===== src/rtl/csr_access_unit.sv =====
// Zicsr sequencer: read the addressed CSR, optionally issue one write strobe, return the old value.
// Optional macro CSR_RO_TRAP_EN: writes to the read-only space (addr[11:10]=11) trap instead of being dropped.
module csr_access_unit #(
  parameter int XLEN   = 32,
  parameter int ADDR_W = 12
) (
  input  logic              clk,
  input  logic              reset,
  input  logic              req_valid,
  output logic              req_ready,
  input  logic [2:0]        req_funct3,
  input  logic [ADDR_W-1:0] req_addr,
  input  logic [XLEN-1:0]   req_rs1_val,
  input  logic [4:0]        req_zimm,
  input  logic              req_rs1_x0,
  output logic              rsp_valid,
  input  logic              rsp_ready,
  output logic [XLEN-1:0]   rsp_rdata,
  output logic              rsp_illegal,
  output logic [ADDR_W-1:0] csr_addr,
  input  logic [XLEN-1:0]   csr_rdata,
  input  logic              csr_hit,
  output logic              csr_en_rw,
  output logic [1:0]        csr_rw_mode,
  output logic [XLEN-1:0]   csr_d
);

  typedef enum logic [1:0] {IDLE, READ, WRITE, RESP} state_e;

  state_e            state_q, state_d;
  logic [1:0]        kind_q;
  logic [ADDR_W-1:0] addr_q;
  logic [XLEN-1:0]   src_q;
  logic              wr_needed_q;
  logic [1:0]        mode_q;
  logic [XLEN-1:0]   d_q;
  logic [XLEN-1:0]   rdata_q;
  logic              illegal_q;

  logic              accept;
  logic              wr_needed_d;
  logic [XLEN-1:0]   src_d;
  logic              bad_f3, ro_space, illegal, do_write;

  assign accept = (state_q == IDLE) && req_valid;

  // funct3[1:0]=01 is RW/RWI; set/clear forms only write with a nonzero source field.
  assign wr_needed_d = (req_funct3[1:0] == 2'b01) ||
                       (req_funct3[2] ? (req_zimm != 5'd0) : !req_rs1_x0);
  assign src_d       = req_funct3[2] ? {{(XLEN-5){1'b0}}, req_zimm} : req_rs1_val;

  assign bad_f3   = (kind_q == 2'b00);
  assign ro_space = (addr_q[ADDR_W-1 -: 2] == 2'b11);

`ifdef CSR_RO_TRAP_EN
  assign illegal  = bad_f3 || !csr_hit || (wr_needed_q && ro_space);
  assign do_write = !illegal && wr_needed_q;
`else
  // Writes into read-only space are dropped quietly; the read still completes.
  assign illegal  = bad_f3 || !csr_hit;
  assign do_write = !illegal && wr_needed_q && !ro_space;
`endif

  always_ff @(posedge clk or posedge reset) begin
    if (reset) state_q <= IDLE;
    else       state_q <= state_d;
  end

  always_ff @(posedge clk or posedge reset) begin
    if (reset) begin
      kind_q      <= 2'b00;
      addr_q      <= '0;
      src_q       <= '0;
      wr_needed_q <= 1'b0;
      mode_q      <= 2'b00;
      d_q         <= '0;
      rdata_q     <= '0;
      illegal_q   <= 1'b0;
    end else begin
      if (accept) begin
        kind_q      <= req_funct3[1:0];
        addr_q      <= req_addr;
        src_q       <= src_d;
        wr_needed_q <= wr_needed_d;
      end
      if (state_q == READ) begin
        rdata_q   <= illegal ? '0 : csr_rdata;
        illegal_q <= illegal;
        mode_q    <= kind_q;
        // Consumer clears with q&d, so the clear mask is sent inverted.
        d_q       <= (kind_q == 2'b11) ? ~src_q : src_q;
      end
    end
  end

  always_comb begin
    state_d = state_q;
    unique case (state_q)
      IDLE:    if (req_valid) state_d = READ;
      READ:    state_d = do_write ? WRITE : RESP;
      WRITE:   state_d = RESP;
      RESP:    if (rsp_ready) state_d = IDLE;
      default: state_d = IDLE;
    endcase
  end

  always_comb begin
    req_ready   = 1'b0;
    rsp_valid   = 1'b0;
    csr_en_rw   = 1'b0;
    csr_rw_mode = 2'b00;
    csr_d       = '0;
    unique case (state_q)
      IDLE:  req_ready = 1'b1;
      WRITE: begin
        csr_en_rw   = 1'b1;
        csr_rw_mode = mode_q;
        csr_d       = d_q;
      end
      RESP:  rsp_valid = 1'b1;
      default: ;
    endcase
  end

  assign csr_addr    = addr_q;
  assign rsp_rdata   = rdata_q;
  assign rsp_illegal = illegal_q;

endmodule


===== config.mk =====
export PLATFORM = sky130hd
export DESIGN_NAME = csr_access_unit
export DESIGN_NICKNAME = d
export VERILOG_FILES = /design/src/rtl/csr_access_unit.sv
export SDC_FILE = /design/constraint.sdc
export NUM_CORES = 1
export LEC_CHECK = 0
export CAP_MARGIN = 20
export CORE_UTILIZATION = 40
export CTS_CLUSTER_SIZE = 10
export DETAILED_ROUTE_END_ITERATION = 10
export PLACE_DENSITY = 0.71
export SETUP_SLACK_MARGIN = 0.02
export SLEW_MARGIN = 20
export SYNTH_ARGS = -nofsm -noshare
export SYNTH_HDL_FRONTEND = slang
export SYNTH_SLANG_ARGS = --single-unit

===== constraint.sdc =====
create_clock -name clk -period 6.3 [get_ports clk]
set_clock_uncertainty 0.05 [all_clocks]
set_input_delay 0.945 -clock clk [delete_from_list [all_inputs] [get_ports clk]]
set_output_delay 0.945 -clock clk [all_outputs]
set_load 0.02 [all_outputs]

==> flow_metrics.tcl, run 1 <==
set metrics [dict create \
    cts_inserted_buffers 17 \
    ir_worst_vdd_v 0.000261 \
    synthDistinctLibCells 25 \
    p_per_area_nw_per_um2 518 \
    grt_max_degree 73 \
    postCtsResizedCells 0 \
    clk_pin_slew_ns 0.05 \
    pwr-share-comb_pct 44.2 \
    core_sq_um 12100 \
    min_period_over_period_pct 53.4 \
    antenna_found_initial 0 \
    cap_violations 0 \
    hpwl_microns 8070 \
    clock_sinks 116 \
    io_pins 172 \
    cellLeakagePower_nw 3.17 \
    power.share.switching_pct 36.2 \
    final_util_pct 60.5 \
    io_buffers 171 \
    post_cts_buffers 0 \
    netlist_area_sq_um 4980 \
    synth_warnings 0 \
    dr.pass1.iters 4 \
    crit_slowest_cell "clkdlybuf4s50_1" \
    hold_class "register to register" \
    syn_avg_cell_area_sq_um 11.0 \
    place_congestion 0.745 \
    track_usage_pct 20.1 \
    relSlewSlack_pct 29.7 \
    switching_power_w 0.00137 \
    synth_seq_cells 116 \
    tightest_slew_ns 1.05 \
    drive_gt1_share_pct 7.73 \
    floorplan.rows 40 \
    die_area_sq_um 12900 \
    critPathKind "register to output port" \
    finalHoldViolCount 0 \
    min_period_ns 3.36 \
    p_int_w 0.00241 \
    max_freq_mhz 297 \
    clk-insertion-delay-late_ns 0.40 \
    nFillCells 1000 \
    share_clk_of_total_power_pct 21.3 \
    grt_pass1_vias 3900 \
    diodes 0 \
    rsz0062_at_grt "no" \
    status "finished clean" \
    tns_ns 0 \
    viasPerCell 4.82 \
    syn2layout_area_growth_pct 46.6 \
    nets 711 \
    num_vias 3806 \
    cts_tree "built" \
    cp.required_ns 5.30 \
    die_width_microns 114 \
    arrival_ns 2.37 \
    routedWlPerCell_microns 15.1 \
    grt_pass1_wl_microns 19700 \
    grt-ovfl-total 0 \
    start_util_pct 41.3 \
    most-common-layout-cells "171 x clkdlybuf4s50_1, 116 x dfrtp_1, 35 x nor2_1, 35 x a21oi_1" \
    synth_fp_nets 548 \
    first_iter_violations 149 \
    cp-start-kind "register" \
    hold_slack_ns 0.445 \
    crit_fanout 35 \
    pwr-share-seq_pct 34.5 \
    layout_commonest_cell "clkdlybuf4s50_1" \
    layout_setup_ws_ns 2.94 \
    cts_max_level 4 \
    holdBufCountCts 0 \
    ant_nets 0 \
    ys_seq_area_share_pct 58.3 \
    setup_viol 0 \
    cts_buffer_depth 2 \
    cts_root_buf "clkbuf_16" \
    place_ws_ns 2.96 \
    drc 0 \
    postSynthCellCount 453 \
    die_height_microns 114 \
    end_kind "output port" \
    slew_viol_final 0 \
    totalWireLength_microns 11900 \
    max_stage_delay_ns 0.61 \
    crit_chain "inv_1, ha_2, and2_1, clkdlybuf4s50_1" \
]
==> registers in the layout (all words and copies together) (netlist names) <==
signal / count
d_q: 32
rsp_rdata: 32
src_q: 32
csr_addr: 12
kind_q: 2
mode_q: 2
state_q: 2
rsp_illegal: 1
wr_needed_q: 1
==> kinds of logic (layout without fill, tap and decap cells) <==
kind of cell    Yosys count  in the layout  synth area share (%)
flops                   116            116                  58.3
compound gates          106            106                  13.5
xor+xnor                 32             32                  5.63
buf+inv                  37            205                  3.09
simple gates            136            136                  13.6
mux                      21             21                  4.62
fa+ha+maj                 5              5                  1.26
==> metal layers <==
metal  GRT usage (%)  share of wire [%]  up-vias
met3            6.00                5.2       20
li1                -                  -     1839
met5               0                  0        -
met2            33.2                 50      112
met4            9.56                2.1        0
met1            24.1                 43     1835
==> path summary, 6_finish.rpt <==
path                            start       endpoint  slack [ns]  depth (start not counted)
max                        state_q[0]       csr_d[2]        2.94                          4
min                         src_q[26]      src_q[26]        0.45                          2
max reg2reg                state_q[1]  rsp_rdata[15]        3.99                          5
min reg2reg                 src_q[26]      src_q[26]        0.45                          2
max in group asynchronous       reset        d_q[22]        4.03                          3
min in group asynchronous       reset  rsp_rdata[10]        1.01                          2
==> power by group through the flow <==
stage	clock, W	sequential [W]	combinational, W
2_1_floorplan	0	0.00143	0.000871
3_3_place_gp	0	0.00130	0.00163
3_5_place_dp	0	0.00131	0.00168
4_1_cts	0.000823	0.00131	0.00169
5_1_grt	0.000854	0.00135	0.00183
6_report	0.000804	0.00130	0.00167
==> critical path: cells and delay by family, from the launching register on <==
family                     cells  cell delay [ns]
buffers and inverters          2             0.76
adders and majority gates      1             0.57
DFF                            1             0.40
and+or+nand+nor                1             0.23
==> synthesized netlist by cell type <==
cell type    n  area, sq um
a21bo_2      1         10.0
a21oi_1     35          175
a22o_1      32          280
and2_1      34          213
buf_1        1         3.75
buf_2       12         60.1
clkbuf_1    18         67.6
dfrtp_1    116         2900
ha_1         5         62.6
inv_1        6         22.5
mux2_2      16          180
mux2i_1      5         50.1
nand2_1     35          131
nand2b_1    27          169
nor2_1      35          131
nor2_2       1         6.26
nor2b_1      2         12.5
o21a_1       1         7.51
o21ai_0     34          170
o31ai_1      1         7.51
o32ai_1      1         8.76
o41a_1       1         11.3
or2_1        1         6.26
or4b_1       1         10.0
xor2_1      32          280
==> layout make-up <==
type / count / area [sq um] / area share, %
Sequential cell: 116 / 2900 / 39.8
Clock buffer: 23 / 478 / 6.55
Tap cell: 168 / 210 / 2.88
Clock inverter: 1 / 5.00 / 0.0686
Inverter: 6 / 25.0 / 0.343
Multi-Input combinational cell: 300 / 1940 / 26.5
Timing Repair Buffer: 175 / 1740 / 23.9
==> through the flow <==
stage,cell area [sq um],cells,power [W]
after global placement,6810,765,0.00293
after detailed placement,6820,765,0.00299
after CTS,7300,789,0.00383
after global routing,7300,789,0.00403
final,7300,789,0.00378
after floorplan,4980,453,0.00230
No activity file was read; power rests on OpenSTA's default activity.
==> run 2: changes to the inputs <==
==> constraint.sdc (replaced) <==
create_clock -name clk -period 3.19 [get_ports clk]
set_clock_uncertainty 0.05 [all_clocks]
set_input_delay 0.4785 -clock clk [delete_from_list [all_inputs] [get_ports clk]]
set_output_delay 0.4785 -clock clk [all_outputs]
set_load 0.02 [all_outputs]
==> run 2 against run 1 <==
Combinational power rose by 98%. Count of clock-buffer cells in the layout shrank 4. Global-route usage is 0.80 points lower. Sequential cell count is the same. Critical endpoint is now csr_rw_mode[1]. Highest routed layer unchanged.
==> flow_metrics.tcl, run 2 (synthesis results as in run 1) <==
set metrics [dict create \
    cts_tree "built" \
    crit_fanout 35 \
    tns_ns 0 \
    cp-start-kind "register" \
    power.share.switching_pct 34.7 \
    hpwl_microns 7940 \
    clk-insertion-delay-late_ns 0.40 \
    share_clk_of_total_power_pct 26.2 \
    p_int_w 0.00519 \
    rsz0062_at_grt "no" \
    cts_buffer_depth 2 \
    p_per_area_nw_per_um2 1060 \
    tightest_slew_ns 1.01 \
    io_pins 172 \
    final_util_pct 62.4 \
    r2r_slack_ns 1.01 \
    grt_pass1_vias 3782 \
    drc 0 \
    setup_viol 0 \
    min-delay-start "src_q[12]" \
    hold_path_depth 2 \
    relSlewSlack_pct 32.6 \
    hold_class "register to register" \
    fin_area_sq_um 7520 \
    num_vias 3734 \
    cts_root_buf "clkbuf_16" \
    drive_gt1_share_pct 9.79 \
    totalWireLength_microns 11600 \
    dr.pass1.iters 4 \
    rr_worst_depth 6 \
    first_iter_violations 125 \
    routedWlPerCell_microns 14.5 \
    ant_nets 0 \
    die_height_microns 114 \
    worstReg2RegStart "state_q[1]" \
    antenna_found_initial 0 \
    dpl_cell_area_sq_um 6870 \
    grt-ovfl-total 0 \
    status "finished clean" \
    clock_sinks 116 \
    start_util_pct 41.3 \
    pwr-share-comb_pct 41.5 \
    critPathKind "register to output port" \
    nets 715 \
    track_usage_pct 19.3 \
    viasPerCell 4.66 \
    floorplan.rows 40 \
    core_sq_um 12100 \
    max_freq_mhz 366 \
    pwr-share-seq_pct 32.3 \
    end_kind "output port" \
    grt_max_degree 69 \
    finalHoldViolCount 0 \
    layout_commonest_cell "clkdlybuf4s50_1" \
    cts_max_level 4 \
    ir_worst_vdd_v 0.000598 \
    worst_hold_path.endpoint "src_q[12]" \
    postCtsResizedCells 0 \
    cap_violations 0 \
    grt_pass1_wl_microns 18900 \
    slew_viol_final 0 \
    nFillCells 981 \
    most-common-layout-cells "171 x clkdlybuf4s50_1, 116 x dfrtp_1, 35 x nor2_1, 35 x a21oi_1" \
    post_cts_buffers 0 \
    min_period_ns 2.73 \
    syn2layout_area_growth_pct 51.1 \
    switching_power_w 0.00275 \
    die_area_sq_um 12900 \
    cp.required_ns 2.66 \
    cts_inserted_buffers 17 \
    io_buffers 171 \
    min_period_over_period_pct 85.7 \
    die_width_microns 114 \
    cellLeakagePower_nw 3.27 \
    hold_slack_ns 0.447 \
    regToRegEndpoint "rsp_rdata[19]" \
    place_congestion 0.728 \
    arrival_ns 2.21 \
    holdBufCountCts 0 \
    diodes 0 \
    clk_pin_slew_ns 0.05 \
]
-- run 2: changes by cell type in the layout (fill, tap and decap cells not counted), sizes merged --
| cell | change |
|---|---|
| bufinv | +5 |
| clkinvlp | +7 |
| inv | -1 |
| clkinv | +1 |
| clkbuf | -4 |
| buf | +4 |
-- run 2: worst max path at each step --
stage                          start        endpoint  slack (ns)
after global routing      state_q[0]  csr_rw_mode[0]        0.31
after floorplan                reset     csr_addr[0]        1.25
after CTS                 state_q[0]  csr_rw_mode[0]        0.39
after global placement    state_q[0]  csr_rw_mode[0]        0.87
final                     state_q[0]  csr_rw_mode[1]        0.46
after detailed placement  state_q[0]  csr_rw_mode[0]        0.82
-- run 2: metrics by stage --
step,instances,total power (W),setup WS (ns)
4_1_cts,801,0.00804,0.388
5_1_grt,801,0.00845,0.307
2_1_floorplan,453,0.00455,1.25
3_3_place_gp,769,0.00581,0.875
3_5_place_dp,769,0.00591,0.824
6_report,801,0.00794,0.455
-- run 2: critical path, cell delays in order (launching register included) --
cell and delay, ns:
dfrtp_1 0.40, inv_1 0.15, ha_1 0.17, buf_4 0.28, and2_1 0.17, clkdlybuf4s50_1 0.65
-- run 2: routing by layer --
| metal | track usage, % | vias to the layer above | wire, microns |
|---|---|---|---|
| li1 | - | 1861 | - |
| met1 | 24.0 | 1759 | 5040 |
| met2 | 31.4 | 106 | 5770 |
| met3 | 6.00 | 8 | 646 |
| met4 | 7.72 | 0 | 149 |
| met5 | 0 | - | 0 |
-- run 2: cell type report --
| class | count | area (sq um) | area share, % |
|---|---|---|---|
| flip-flops and latches | 116 | 2900 | 38.6 |
| inverters | 6 | 26.3 | 0.349 |
| clock buffers | 19 | 453 | 6.02 |
| multi-input cells | 300 | 1930 | 25.7 |
| well taps | 168 | 210 | 2.79 |
| repair buffers | 179 | 1800 | 23.9 |
| clock inverters | 13 | 205 | 2.73 |
-- run 2: power by group through the flow --
stage	registers [W]	clock network, W	logic [W]
floorplan	0.00283	0	0.00172
global placement	0.00256	0	0.00325
detailed placement	0.00259	0	0.00332
CTS	0.00257	0.00212	0.00335
global route	0.00265	0.00220	0.00360
finish	0.00256	0.00208	0.00330
